<file path="config.mk">
export PLATFORM = sky130hd
export DESIGN_NAME = id_scoreboard
export DESIGN_NICKNAME = d
export VERILOG_FILES = /design/src/rtl/id_scoreboard.sv
export SDC_FILE = /design/constraint.sdc
export NUM_CORES = 1
export LEC_CHECK = 0
export BUFFER_PORTS_ARGS = -buffer_cell sky130_fd_sc_hd__buf_2
export CAP_MARGIN = 0
export CORE_MARGIN = 2
export CORE_UTILIZATION = 40
export CTS_CLUSTER_DIAMETER = 50
export DETAILED_ROUTE_END_ITERATION = 10
export REMOVE_ABC_BUFFERS = 1
export SYNTH_ARGS = -nofsm -noshare
export SYNTH_HDL_FRONTEND = slang
export SYNTH_SLANG_ARGS = --single-unit
</file>
<file path="constraint.sdc">
create_clock -name cpu_clk_50M -period 7.9 [get_ports cpu_clk_50M]
set_input_delay 0 -clock cpu_clk_50M [delete_from_list [all_inputs] [get_ports cpu_clk_50M]]
set_output_delay 0 -clock cpu_clk_50M [all_outputs]
set_load 0.005 [all_outputs]
</file>
<file path="src/rtl/id_scoreboard.sv">
// ID-stage register scoreboard: per-register latency countdown plus a HI/LO
// countdown. A stall is requested while any source of the instruction in ID
// still has a nonzero count.
module id_scoreboard #(
  parameter int unsigned REG_NUM = 32,
  parameter int unsigned AW      = 5,
  parameter int unsigned LAT_W   = 3
) (
  input  logic               cpu_clk_50M,
  input  logic               cpu_rst_n,
  input  logic               issue,
  input  logic               issue_wreg,
  input  logic [AW-1:0]      issue_wa,
  input  logic [LAT_W-1:0]   issue_lat,
  input  logic               issue_whilo,
  input  logic [LAT_W-1:0]   issue_hilo_lat,
  input  logic               rreg1,
  input  logic               rreg2,
  input  logic [AW-1:0]      ra1,
  input  logic [AW-1:0]      ra2,
  input  logic               rhilo,
  input  logic               stall_ext,
  input  logic               flush,
  output logic               stallreq_id,
  output logic [REG_NUM-1:0] reg_busy,
  output logic               hilo_busy
);

  // Entry 0 exists only to keep indexing simple; it is held at zero.
  logic [LAT_W-1:0] cnt_q [REG_NUM];
  logic [LAT_W-1:0] cnt_d [REG_NUM];
  logic [LAT_W-1:0] hcnt_q;
  logic [LAT_W-1:0] hcnt_d;
  logic             dep1;
  logic             dep2;
  logic             deph;
  logic             acc;

  // Busy flags decoded straight from the registered counters.
  always_comb begin
    reg_busy = '0;
    for (int unsigned i = 1; i < REG_NUM; i++) begin
      reg_busy[i] = (cnt_q[i] != '0);
    end
  end

  assign hilo_busy = (hcnt_q != '0);

  // Source hazard lookup; addresses 0 and >= REG_NUM never match a busy entry.
  always_comb begin
    dep1 = 1'b0;
    dep2 = 1'b0;
    for (int unsigned i = 1; i < REG_NUM; i++) begin
      if (ra1 == AW'(i)) dep1 = reg_busy[i];
      if (ra2 == AW'(i)) dep2 = reg_busy[i];
    end
    dep1 = dep1 & rreg1;
    dep2 = dep2 & rreg2;
    deph = rhilo & hilo_busy;
  end

  assign stallreq_id = dep1 | dep2 | deph;
  assign acc         = issue & ~stallreq_id & ~stall_ext & ~flush;

  // Counter next state: flush, freeze, load on issue (WAW overwrite), count down.
  always_comb begin
    for (int unsigned i = 0; i < REG_NUM; i++) begin
      cnt_d[i] = cnt_q[i];
      if (i == 0) begin
        cnt_d[i] = '0;
      end else if (flush) begin
        cnt_d[i] = '0;
      end else if (stall_ext) begin
        cnt_d[i] = cnt_q[i];
      end else if (acc && issue_wreg && (issue_wa == AW'(i))) begin
        cnt_d[i] = issue_lat;
      end else if (cnt_q[i] != '0) begin
        cnt_d[i] = cnt_q[i] - LAT_W'(1);
      end
    end

    hcnt_d = hcnt_q;
    if (flush) begin
      hcnt_d = '0;
    end else if (stall_ext) begin
      hcnt_d = hcnt_q;
    end else if (acc && issue_whilo) begin
      hcnt_d = issue_hilo_lat;
    end else if (hcnt_q != '0) begin
      hcnt_d = hcnt_q - LAT_W'(1);
    end
  end

  // Counter state registers.
  always_ff @(posedge cpu_clk_50M or negedge cpu_rst_n) begin
    if (!cpu_rst_n) begin
      for (int unsigned i = 0; i < REG_NUM; i++) begin
        cnt_q[i] <= '0;
      end
      hcnt_q <= '0;
    end else begin
      for (int unsigned i = 0; i < REG_NUM; i++) begin
        cnt_q[i] <= cnt_d[i];
      end
      hcnt_q <= hcnt_d;
    end
  end

endmodule

</file>
==> reports/summary.md <==
The total overflow reported by the global router was 0; the worst-case register-to-register setup slack was 3.50 ns. The minimum period implied by the final worst setup slack works out to 4.400 ns. The final worst-path setup slack was 3.500 ns. The number of buffers created by CTS was 9. The synthesized design contains 96 register bits. For the worst setup path, the data required time is 8.18 ns. A synthesized cell averages 7.945 sq um. In this run the static leakage power is 4.047 nW. The wire-length estimate of the detail-placed layout is 18,420 um. The worst slew slack as a fraction of its limit was 0.2916; the first-pass iteration count of the detailed router was 5.

Share of synthesized registers carrying an async set or reset: 1.000. The kind of start point of the critical path is a register. For the worst setup path, the data arrival time is 4.67 ns. The I/O pin total came out at 65. After synthesis, the netlist uses 78 different library cells. Leaving out filler cells and counting taps, the final layout contains 1,412. The biggest area contributor in the post-synthesis netlist is sky130_fd_sc_hd__dfrtp_1.

The total routing usage reported by global routing was 0.2303. The tools report the largest net degree at the start of global routing as 105. The floorplan step defined a die boundary enclosing 0.02358 sq mm.

The tools report the portion of the post-synthesis area used by sequential elements as 0.2685. The flow ran to the end, and the final reports show no timing, DRC or antenna violations. Setup violations remaining at the end of the flow were counted as 0.

The quantity of I/O buffers inserted on ports works out to 63. By instance count, the leading cell after synthesis is sky130_fd_sc_hd__a21oi_1. The run gives 0 as the post-detailed-route count of antenna-violating nets.

Tracing the worst setup path back leads to its startpoint at cnt_q[81]$_DFFE_PN0P_. After routing the design area is 0.009676 sq mm. The post-route fraction of the period consumed by the critical path was 0.5569. The depth of the worst register-to-register path is 13. The starting density of the core was 0.4087. The fraction of final layout cells sized beyond drive strength 1 works out to 0.1176.

The core footprint is 0.02189 sq mm, and the sum of routed wire length over all layers is 26,780 um. The detailed router placed 8,502 vias in this run. The number of gates given a new drive strength after cts came out at 0.

The tool flagged a number of max-cap violations equal to 0. Setup repair after global routing left no endpoint under its margin. The transition time at the pin with the least slew margin was 1.059 ns; the number of warnings reported in the yosys synthesis log was 0. TritonCTS built the clock tree. The tools report the overall power after layout as 3.245 mW. Counting every instance in the synthesized netlist gives 1,126. The tools report the cell at the root of the clock tree as sky130_fd_sc_hd__clkbuf_16.

The number of global-route vias before repair was 8,078. The final net count was 1,222. The endpoint of the worst register-to-register path is hcnt_q[0]$_DFFE_PN0P_.

After synthesis, the cell types taking the most area are sky130_fd_sc_hd__dfrtp_1, sky130_fd_sc_hd__ha_1, sky130_fd_sc_hd__a21oi_1, sky130_fd_sc_hd__nand2_1, sky130_fd_sc_hd__inv_1. The type of the most critical hold path is input pin to register. After detailed routing, the average wire length per cell comes to 18.97 um. Static timing analysis puts the maximum clock frequency at 227.3 MHz. At the later pin of the worst-skew pair, clock insertion delay measures 0.36 ns. For the number of placed instances, taps included, the log shows 1,391.

The count of final hold-check violations is 0, and the number of rows created at floorplan is 54. In the synthesized netlist the dominant register cell turns out to be sky130_fd_sc_hd__dfrtp_1. The worst setup path endpoint is hcnt_q[0]$_DFFE_PN0P_.

In this run the deepest clock path goes through 2 buffers. The critical path is of the register to register type. The tools report the final-layout worst hold slack as 0.05234 ns. The worst register-to-register path begins at cnt_q[81]$_DFFE_PN0P_. For the core occupancy in the finished layout, the log shows 0.4420.

For this design the ratio of total power to cell area is 335.4 mW/mm^2. Measured along the x axis, the die boundary spans 153.6 um. IR analysis of the VDD net gives a maximum drop of 0.0001451 V.

The mapped netlist covers 0.008946 sq mm. The logs give 96 for the sink count of the clock tree and 2 for the initial antenna violation count. After detailed routing, the number of remaining DRC violations is 0. The logs give 0.9033 for the weighted congestion reported at the end of routability-driven placement and 705 for the initial detailed-routing violation count. The number of max-slew violations in the final report was 0. Worst setup slack before clock tree synthesis: 3.832 ns. The cell area after placement was 0.009335 sq mm. In this run, synthesis inferred 0 flip-flops with an integrated enable. Relative to the synthesized area, the layout overhead comes to 8.154%. The overall die height was 153.6 um; the area share of the largest cell type after synthesis was 0.2685. The first global-routing pass estimated 43,740 um of wire. Ranked by instance count, the synthesized netlist is headed by sky130_fd_sc_hd__a21oi_1, sky130_fd_sc_hd__dfrtp_1, sky130_fd_sc_hd__nand2_1. The largest fanout on the critical path works out to 104.

The worst setup path is captured at a register. Setup total negative slack on the finished layout was measured at 0 ns. The final setup skew is 0.008309 ns. The level count of the clock H-tree came out at 3. Clock-pin slew was measured on the worst setup and hold paths at 0.07 ns.

After detailed routing, the number of vias per cell comes to 6.021.
## layout make-up
class | instances | area [sq um]
tap | 280 | 350.3
timing repair buffer | 80 | 462.9
sequential | 96 | 2402
fill | 2201 | 12220
antenna | 1 | 2.502
inverter | 91 | 341.6
clock inverter | 4 | 45.04
clock buffer | 11 | 242.7
multi-input combinational | 849 | 5828
## cell usage in the layout (no fill, tap or decap), types with 10 or more instances in the layout
master	n
sky130_fd_sc_hd__inv_1	88
sky130_fd_sc_hd__dfrtp_1	96
sky130_fd_sc_hd__a211oi_1	28
sky130_fd_sc_hd__a21oi_1	111
sky130_fd_sc_hd__o21ai_0	42
sky130_fd_sc_hd__a32oi_1	10
sky130_fd_sc_hd__buf_4	15
sky130_fd_sc_hd__and3_1	20
sky130_fd_sc_hd__nor3_1	56
sky130_fd_sc_hd__mux2i_1	17
sky130_fd_sc_hd__or4_1	17
sky130_fd_sc_hd__a21o_1	11
sky130_fd_sc_hd__nand2b_1	25
sky130_fd_sc_hd__nor4_1	19
sky130_fd_sc_hd__ha_1	64
sky130_fd_sc_hd__nor2_1	78
sky130_fd_sc_hd__buf_2	60
sky130_fd_sc_hd__nand2_1	94
sky130_fd_sc_hd__nand3_1	29
sky130_fd_sc_hd__nor2b_1	18
sky130_fd_sc_hd__nand3b_1	10
sky130_fd_sc_hd__a31oi_1	15
sky130_fd_sc_hd__a21boi_0	13
sky130_fd_sc_hd__a311oi_1	14
## cells by family (layout without fill, tap and decap cells)
family          Yosys count  in the layout  share of synthesized area
compound gates          337            337                     0.2765
fa+ha+maj                64             64                    0.08951
buf+inv                 181            186                    0.08224
flops                    96             96                     0.2685
mux                      29             29                    0.03664
other cells               1              2                  0.0004192
simple gates            418            418                     0.2462
## state kept, by name, indices dropped and copies added, names as in the netlist
signal,cells
hcnt_q,3
cnt_q,93
## power breakdown
part | switching (mW) | internal, mW | leakage, nW
clock | 0.203 | 0.251 | 0.145
combinational | 1.25 | 0.766 | 2.60
sequential | 0.122 | 0.653 | 1.30
total | 1.58 | 1.67 | 4.05
## worst min path at each step
stage          slack (ns)                     to  depth (start not counted)   startpoint
2_1_floorplan       -0.30   cnt_q[0]$_DFFE_PN0P_                          0    cpu_rst_n
3_3_place_gp         0.10  cnt_q[56]$_DFFE_PN0P_                          1    cpu_rst_n
3_5_place_dp          0.1  cnt_q[56]$_DFFE_PN0P_                          1    cpu_rst_n
4_1_cts              0.05  hcnt_q[2]$_DFFE_PN0P_                          3  issue_whilo
5_1_grt              0.08  hcnt_q[1]$_DFFE_PN0P_                          3  issue_whilo
6_report             0.05  hcnt_q[2]$_DFFE_PN0P_                          3  issue_whilo
## metal layers
layer / routed length (um) / vias up / GRT usage
met3: 1475 / 51 / 0.03946
li1: - / 4131 / -
met2: 12020 / 238 / 0.3638
met4: 821 / 2 / 0.08694
met1: 12450 / 4080 / 0.3164
met5: 13 / - / 0
## timing repair
action | 4_1_cts | 5_1_grt
setup buffers | 0 | 0
endpoints found under the hold margin | 50 | 0
hold buffers | 5 | 0
## worst max-delay path, stage by stage (launching register included)
cell,delay [ns]
sky130_fd_sc_hd__dfrtp_1,0.41
sky130_fd_sc_hd__inv_1,0.09
sky130_fd_sc_hd__ha_1,0.16
sky130_fd_sc_hd__nor2b_1,0.24
sky130_fd_sc_hd__inv_1,0.16
sky130_fd_sc_hd__a222oi_1,0.31
sky130_fd_sc_hd__nor2_1,0.07
sky130_fd_sc_hd__nor4bb_1,0.47
sky130_fd_sc_hd__o211ai_4,0.38
sky130_fd_sc_hd__a22oi_4,0.29
sky130_fd_sc_hd__buf_4,0.73
sky130_fd_sc_hd__nand4_1,0.14
sky130_fd_sc_hd__dlygate4sd3_1,0.61
sky130_fd_sc_hd__a31oi_1,0.17
(Power assumes the default switching activity.)
